**src/rtl/uart_rx_fifo.sv**
```systemverilog
// UART receive capture FSM feeding a first-word fall-through byte FIFO.
// The capture FSM acknowledges each UART byte with a single-cycle pulse and
// waits for the valid level to drop, so a held byte is stored only once.
module uart_rx_fifo #(
    parameter int unsigned DEPTH = 16,
    parameter int unsigned CW    = 5
) (
    input  logic          clk,
    input  logic          reset,
    input  logic [7:0]    in_rx_data,
    input  logic          in_rx_valid,
    output logic          out_rx_data_is_read,
    input  logic          in_read_en,
    output logic [7:0]    out_data,
    output logic          out_empty,
    output logic          out_full,
    output logic [CW-1:0] out_count,
    output logic          out_overflow,
    input  logic          in_clear_overflow
);

    localparam int unsigned   AW       = $clog2(DEPTH);
    localparam logic [CW-1:0] FULL_CNT = CW'(DEPTH);

    typedef enum logic [1:0] {
        IDLE     = 2'd0,
        ACK      = 2'd1,
        WAIT_LOW = 2'd2
    } state_t;

    state_t        state;
    state_t        state_next;
    logic          ack_next;
    logic          push;
    logic          pop;
    logic          accept;
    logic          drop;
    logic [7:0]    mem [DEPTH];
    logic [AW-1:0] wr_ptr;
    logic [AW-1:0] rd_ptr;
    logic [CW-1:0] count;
    logic          overflow;

    // Capture FSM state and registered acknowledge pulse
    always_ff @(posedge clk) begin
        if (reset) begin
            state               <= IDLE;
            out_rx_data_is_read <= 1'b0;
        end else begin
            state               <= state_next;
            out_rx_data_is_read <= ack_next;
        end
    end

    // Capture FSM next state; the byte is taken on the IDLE-to-ACK edge
    always_comb begin
        state_next = state;
        push       = 1'b0;
        ack_next   = 1'b0;
        case (state)
            IDLE: begin
                if (in_rx_valid) begin
                    push       = 1'b1;
                    ack_next   = 1'b1;
                    state_next = ACK;
                end
            end
            ACK: begin
                state_next = WAIT_LOW;
            end
            WAIT_LOW: begin
                if (!in_rx_valid) begin
                    state_next = IDLE;
                end
            end
            default: begin
                state_next = IDLE;
            end
        endcase
    end

    // Pop only when data exists; a push into a full FIFO survives only with a same-cycle pop
    always_comb begin
        pop    = in_read_en && (count != '0);
        accept = push && ((count != FULL_CNT) || pop);
        drop   = push && (count == FULL_CNT) && !pop;
    end

    // Storage write; contents are not reset since the pointers define validity
    always_ff @(posedge clk) begin
        if (!reset && accept) begin
            mem[wr_ptr] <= in_rx_data;
        end
    end

    // Pointers and occupancy count
    always_ff @(posedge clk) begin
        if (reset) begin
            wr_ptr <= '0;
            rd_ptr <= '0;
            count  <= '0;
        end else begin
            if (accept) begin
                wr_ptr <= wr_ptr + AW'(1);
            end
            if (pop) begin
                rd_ptr <= rd_ptr + AW'(1);
            end
            case ({accept, pop})
                2'b10:   count <= count + CW'(1);
                2'b01:   count <= count - CW'(1);
                default: count <= count;
            endcase
        end
    end

    // Sticky overflow flag; a new drop beats a simultaneous clear
    always_ff @(posedge clk) begin
        if (reset) begin
            overflow <= 1'b0;
        end else if (drop) begin
            overflow <= 1'b1;
        end else if (in_clear_overflow) begin
            overflow <= 1'b0;
        end
    end

    // Status and fall-through head byte
    always_comb begin
        out_data     = mem[rd_ptr];
        out_count    = count;
        out_empty    = (count == '0);
        out_full     = (count == FULL_CNT);
        out_overflow = overflow;
    end

endmodule

```
**config.mk**
```make
export PLATFORM = sky130hd
export DESIGN_NAME = uart_rx_fifo
export DESIGN_NICKNAME = d
export VERILOG_FILES = /design/src/rtl/uart_rx_fifo.sv
export SDC_FILE = /design/constraint.sdc
export NUM_CORES = 1
export LEC_CHECK = 0
export CAP_MARGIN = 40
export CORE_ASPECT_RATIO = 1.5
export CORE_UTILIZATION = 40
export DETAILED_ROUTE_END_ITERATION = 10
export HOLD_SLACK_MARGIN = 0.12
export PLACE_DENSITY = 0.71
export REMOVE_ABC_BUFFERS = 1
export SLEW_MARGIN = 20
export SYNTH_ARGS = -nofsm -noshare
export SYNTH_HDL_FRONTEND = slang
export SYNTH_SLANG_ARGS = --single-unit
```
**constraint.sdc**
```tcl
create_clock -name clk -period 2.4 [get_ports clk]
set_clock_uncertainty 0.2 [all_clocks]
set_input_delay 0.48 -clock clk [delete_from_list [all_inputs] [get_ports clk]]
set_output_delay 0.48 -clock clk [all_outputs]
set_load 0.1 [all_outputs]
```
==> After elaboration in Yosys (flattened, before gate mapping) <==
Memory sizes are Yosys's and may differ from the RTL's. A register that Yosys moved wholly into a read port is not among the register bits.
Cells that the tools add are included.
{ "word_totals": {"register_bits": 17, "ram_bits": 128, "inputBits": 13, "output_inout_bits": 17, "word_cells": 45, "mem_count": 1} }
{ "op_classes": {"addsub": 4, "n_eq_ne": 8, "muxes": 12, "n_reduce_logical": 14} }
{ "memory_table": {"columns": ["name", "words", "width", "rd", "rd_clocked_by_memory_dff", "write_ports", "line_no", "text"], "rows": [
  ["mem", 16, 8, 1, 1, 1, "38", "logic [7:0] mem [DEPTH];"]
]} }
{ "op_table": {"columns": ["operator", "n"], "rows": [
  ["5-bit one-hot mux with 2 select lines", 1],
  ["4-bit by 1-bit adder with 4-bit output, second input constant", 2],
  ["4-bit 2-to-1 mux", 2],
  ["1-bit 2-to-1 mux", 6],
  ["2-bit one-hot mux with 3 select lines", 1],
  ["5-bit by 1-bit adder with 5-bit output, second input constant", 1],
  ["5-bit == test, second input constant", 1],
  ["1-bit logical AND", 5],
  ["5-bit logical NOT", 1],
  ["5-bit != test, second input constant", 1],
  ["5-bit nonzero test", 1],
  ["5-bit by 1-bit subtractor with 5-bit output, second input constant", 1],
  ["2-bit by 1-bit == test with 1-bit output, second input constant", 2],
  ["2-bit == test, second input constant", 2],
  ["2-bit 2-to-1 mux", 2],
  ["2-bit != test, second input constant", 2],
  ["2-bit nonzero test", 2],
  ["1-bit logical NOT", 2],
  ["2-bit logical NOT", 1],
  ["2-bit AND reduction", 1],
  ["1-bit logical OR", 1]
]} }

==> Depth between registers and ports, before layout <==
{ "logic_depth": {"ltp_word": 7, "depth_mapped": 10} }

==> Worst setup path before layout <==
No wires, ideal clock.
{ "synth_timing": {"kind": "flip-flop to output port", "startpoint": "register count[2] (netlist: out_count[2])", "endpoint": "output port out_empty", "t_arrival_ns": 2.847, "required_time_ns": 1.720, "slack_ns": -1.127, "path_stages_with_launch": 5, "n_path_buf": 2, "cell_sequence": "dfxtp_1 buf_6 or4_1 buf_6 nor2_1"} }
{ "synth_between": {"elab_chain_len": 1} }
{ "synth_lines": {"columns": ["element", "line_no", "text"], "rows": [
  ["start: declaration", "41", "logic [CW-1:0] count;"],
  ["start signal: assignment", "110", "2'b10: count <= count + CW'(1);"],
  ["start signal: assignment", "111", "2'b01: count <= count - CW'(1);"],
  ["start signal: assignment", "112", "default: count <= count;"],
  ["5-bit logical NOT", "132", "out_empty = (count == '0);"],
  ["end: declaration", "15", "output logic out_empty,"]
]} }
No other way between the ends.

==> impl_metrics.sql <==
INSERT INTO impl_metrics (metric_group, metric, value, unit) VALUES
('logic_synthesis', 'synth_enable_flop_cells', '128', ''),
('finish', 'most_common_cell_after_layout_fill_and_taps_aside', 'sky130_fd_sc_hd__edfxtp_1', ''),
('routing', 'route.detailed.drc', '0', ''),
('setup_path', 'worstSetupStartpointType', 'flop', ''),
('finish', 'syn_to_final_growth', '27.1', '%'),
('global_route', 'grt_first_pass_wirelength', '19200', 'microns'),
('logic_synthesis', 'ys_dominant_reg_cell', 'sky130_fd_sc_hd__edfxtp_1', ''),
('sta', 'slew_violations', '0', ''),
('finish', 'post_layout_nonfiller_instances', '612', ''),
('floorplanning', 'dieArea', '0.0155', 'sq mm'),
('cts', 'clk_latency', '0.41', 'ns'),
('routing', 'drt-pass1-iter-count', '5', ''),
('setup_path', 'timing.rr.start', 'out_count[1]$_SDFFE_PP0P_', ''),
('sta', 'timing_limited_maximum_frequency', '340', 'MHz'),
('pwr', 'worst_ir_drop_vdd', '1.65', 'mV'),
('floorplanning', 'floorplan.initialDensity', '0.411', ''),
('placement', 'place_ws', '-0.537', 'ns'),
('sta', 'layout_setup_ws', '-0.537', 'ns'),
('sta', 'worst-slew-pin-transition', '0.586', 'ns'),
('setup_path', 'worst-endpoint-arrival', '2.26', 'ns'),
('logic_synthesis', 'distinct_cell_type_count_after_synthesis', '45', ''),
('floorplanning', 'placementRows', '54', ''),
('setup_path', 'timing.reg2reg.worst_path_depth', '7', ''),
('cts', 'clk_pin_slew_worst_setup_hold_paths', '0.06', 'ns'),
('setup_path', 'r2r_setup_slack', '0.12', 'ns'),
('setup_path', 'crit_path_frequent_cell', 'sky130_fd_sc_hd__mux4_2', ''),
('setup_path', 'endpoint_of_the_lowest_slack_register_to_register_path', 'out_count[4]$_SDFFE_PP0P_', ''),
('finish', 'antennaDiodeCount', '0', ''),
('routing', 'drt-wirelength-per-cell', '19.9', 'microns'),
('sta', 'hold-worst-slack', '0.316', 'ns'),
('logic_synthesis', 'synth.avg_cell_area', '18.8', 'sq um'),
('logic_synthesis', 'synthesis_stage_register_bit_count', '149', ''),
('run_status', 'status', 'complete, but fails checks', ''),
('setup_path', 'critical_path.slowest_cell', 'sky130_fd_sc_hd__mux4_2', ''),
('worst_hold_path', 'hold_path_class', 'reg -> reg', ''),
('cts', 'h_tree_level_count', '4', ''),
('finish', 'final_core_util', '0.522', ''),
('floorplanning', 'die_width', '102', 'microns'),
('setup_path', 'worst_path_largest_cell_delay', '0.54', 'ns'),
('global_route', 'grt_start_max_net_pins', '33', ''),
('finish', 'layout.cells.most_common_list', 'sky130_fd_sc_hd__edfxtp_1, sky130_fd_sc_hd__buf_4, sky130_fd_sc_hd__mux4_2', ''),
('sta', 'report.final.setup_viol', '10', ''),
('logic_synthesis', 'synth_top_area_cell', 'sky130_fd_sc_hd__edfxtp_1', ''),
('routing', 'drt_iter0_markers', '191', ''),
('logic_synthesis', 'synth_top_cells_by_area', 'sky130_fd_sc_hd__edfxtp_1, sky130_fd_sc_hd__mux4_2, sky130_fd_sc_hd__dfxtp_1, sky130_fd_sc_hd__nor2_1, sky130_fd_sc_hd__ha_1', ''),
('finish', 'layout.cell_area.non_filler', '0.00762', 'sq mm'),
('logic_synthesis', 'netlist.area_leader.share', '0.641', ''),
('placement', 'detailed_place_hpwl', '8000', 'microns'),
('sta', 'rsz0062_at_grt', 'true', ''),
('setup_path', 'critPathCaptureType', 'primary output', ''),
('cts', 'cts_max_path_buffers', '2', ''),
('routing', 'viasPerCell', '5.19', ''),
('run_status', 'violated_checks', 'setup timing', ''),
('floorplanning', 'core_area', '0.0146', 'sq mm'),
('sta', 'report.final.hold_viol_count', '0', ''),
('routing', 'drt-total-wl', '12200', 'microns'),
('floorplanning', 'ioPinCount', '30', ''),
('logic_synthesis', 'netlist_instances', '319', ''),
('sta', 'timing.final.crit_share', '1.22', ''),
('routing', 'via_count', '3176', ''),
('logic_synthesis', 'synth-async-reset-ratio', '0', ''),
('placement', 'placedCellCount', '577', ''),
('finish', 'post_route_cells_drive_above_1_share', '0.385', ''),
('cts', 'cts-buffers-inserted', '17', ''),
('placement', 'port_buffers', '29', ''),
('setup_path', 'path_max_fanout', '8', ''),
('logic_synthesis', 'ys.warnings.count', '0', ''),
('floorplanning', 'die_height', '152', 'microns'),
('sta', 'setup_tns', '-4.19', 'ns'),
('logic_synthesis', 'post_synthesis_sequential_area_ratio', '0.711', ''),
('finish', 'nNetsFinal', '422', '');
==> worst max-delay path, delay by kind of cell (launching register included) <==
family,cells,cell delay (ns)
mux,2,1.06
buf+inv,2,0.38
flops,1,0.41
==> synthesized netlist by cell type, drive strengths merged (3+ instances only) <==
library cell	count
buf	13
nand3	4
o21ai	3
dfxtp	21
ha	6
nor2b	3
a211oi	5
clkbuf	6
mux4	40
edfxtp	128
nand2b	3
nor2	28
nand2	7
inv	5
mux2i	3
o211ai	3
nor3	7
a21oi	4
xnor2	4
==> area by class of cell <==
class                           count  area [sq um]
Fill cell                        1176          6980
Sequential cell                   149          4270
Multi-Input combinational cell    146          1660
Timing Repair Buffer               84           863
Clock buffer                       17           425
Tap cell                          196           245
Clock inverter                     15           135
Inverter                            5          18.8
==> logic make-up after synthesis <==
kind of cell / Yosys count / share of synthesized area
buffers and inverters: 24 / 0.0186
adder cells (fa/ha/maj): 6 / 0.0125
AO/OA/AOI/OAI: 23 / 0.0315
flip-flops: 149 / 0.711
AND/OR/NAND/NOR: 66 / 0.0574
XOR/XNOR: 6 / 0.00877
multiplexers: 45 / 0.160
==> routing by layer <==
metal  vias up  routed length [microns]  track usage
met5         -                        0            0
met4         0                      251       0.0694
met3        22                      409       0.0368
met2        84                     6940        0.310
met1      1609                     4550        0.198
li1       1461                        -            -
==> flip-flops by register name, indices dropped and copies added (netlist names), named ones only <==
signal,flops
mem,128
out_count,5
out_overflow,1
out_rx_data_is_read,1
rd_ptr,4
state,2
wr_ptr,4
==> power breakdown <==
| group | internal, mW | leakage, nW | switching [mW] | total [mW] |
|---|---|---|---|---|
| logic | 1.43 | 0.944 | 1.90 | 3.33 |
| registers | 2.91 | 1.33 | 0.0977 | 3.01 |
| clock network | 1.37 | 0.268 | 1.10 | 2.47 |
==> worst min-delay path by stage <==
stage / start / to / cells after the start
after floorplan: state[0]$_SDFFE_PP0P_ / state[1]$_SDFFE_PP0P_ / 2
after global placement: out_overflow$_SDFFE_PP0P_ / out_overflow$_SDFFE_PP0P_ / 2
after detailed placement: out_overflow$_SDFFE_PP0P_ / out_overflow$_SDFFE_PP0P_ / 2
after CTS: out_overflow$_SDFFE_PP0P_ / out_overflow$_SDFFE_PP0P_ / 2
after global routing: out_overflow$_SDFFE_PP0P_ / out_overflow$_SDFFE_PP0P_ / 2
final: out_overflow$_SDFFE_PP0P_ / out_overflow$_SDFFE_PP0P_ / 2
==> what timing repair did <==
action	in CTS	in global routing
buffers inserted	2	0
cloned	1	0
hold buffers	0	0
pin swaps	2	4
resized for setup	13	5
endpoints found under the setup margin	44	15
Power figures use the tool's default switching activity.
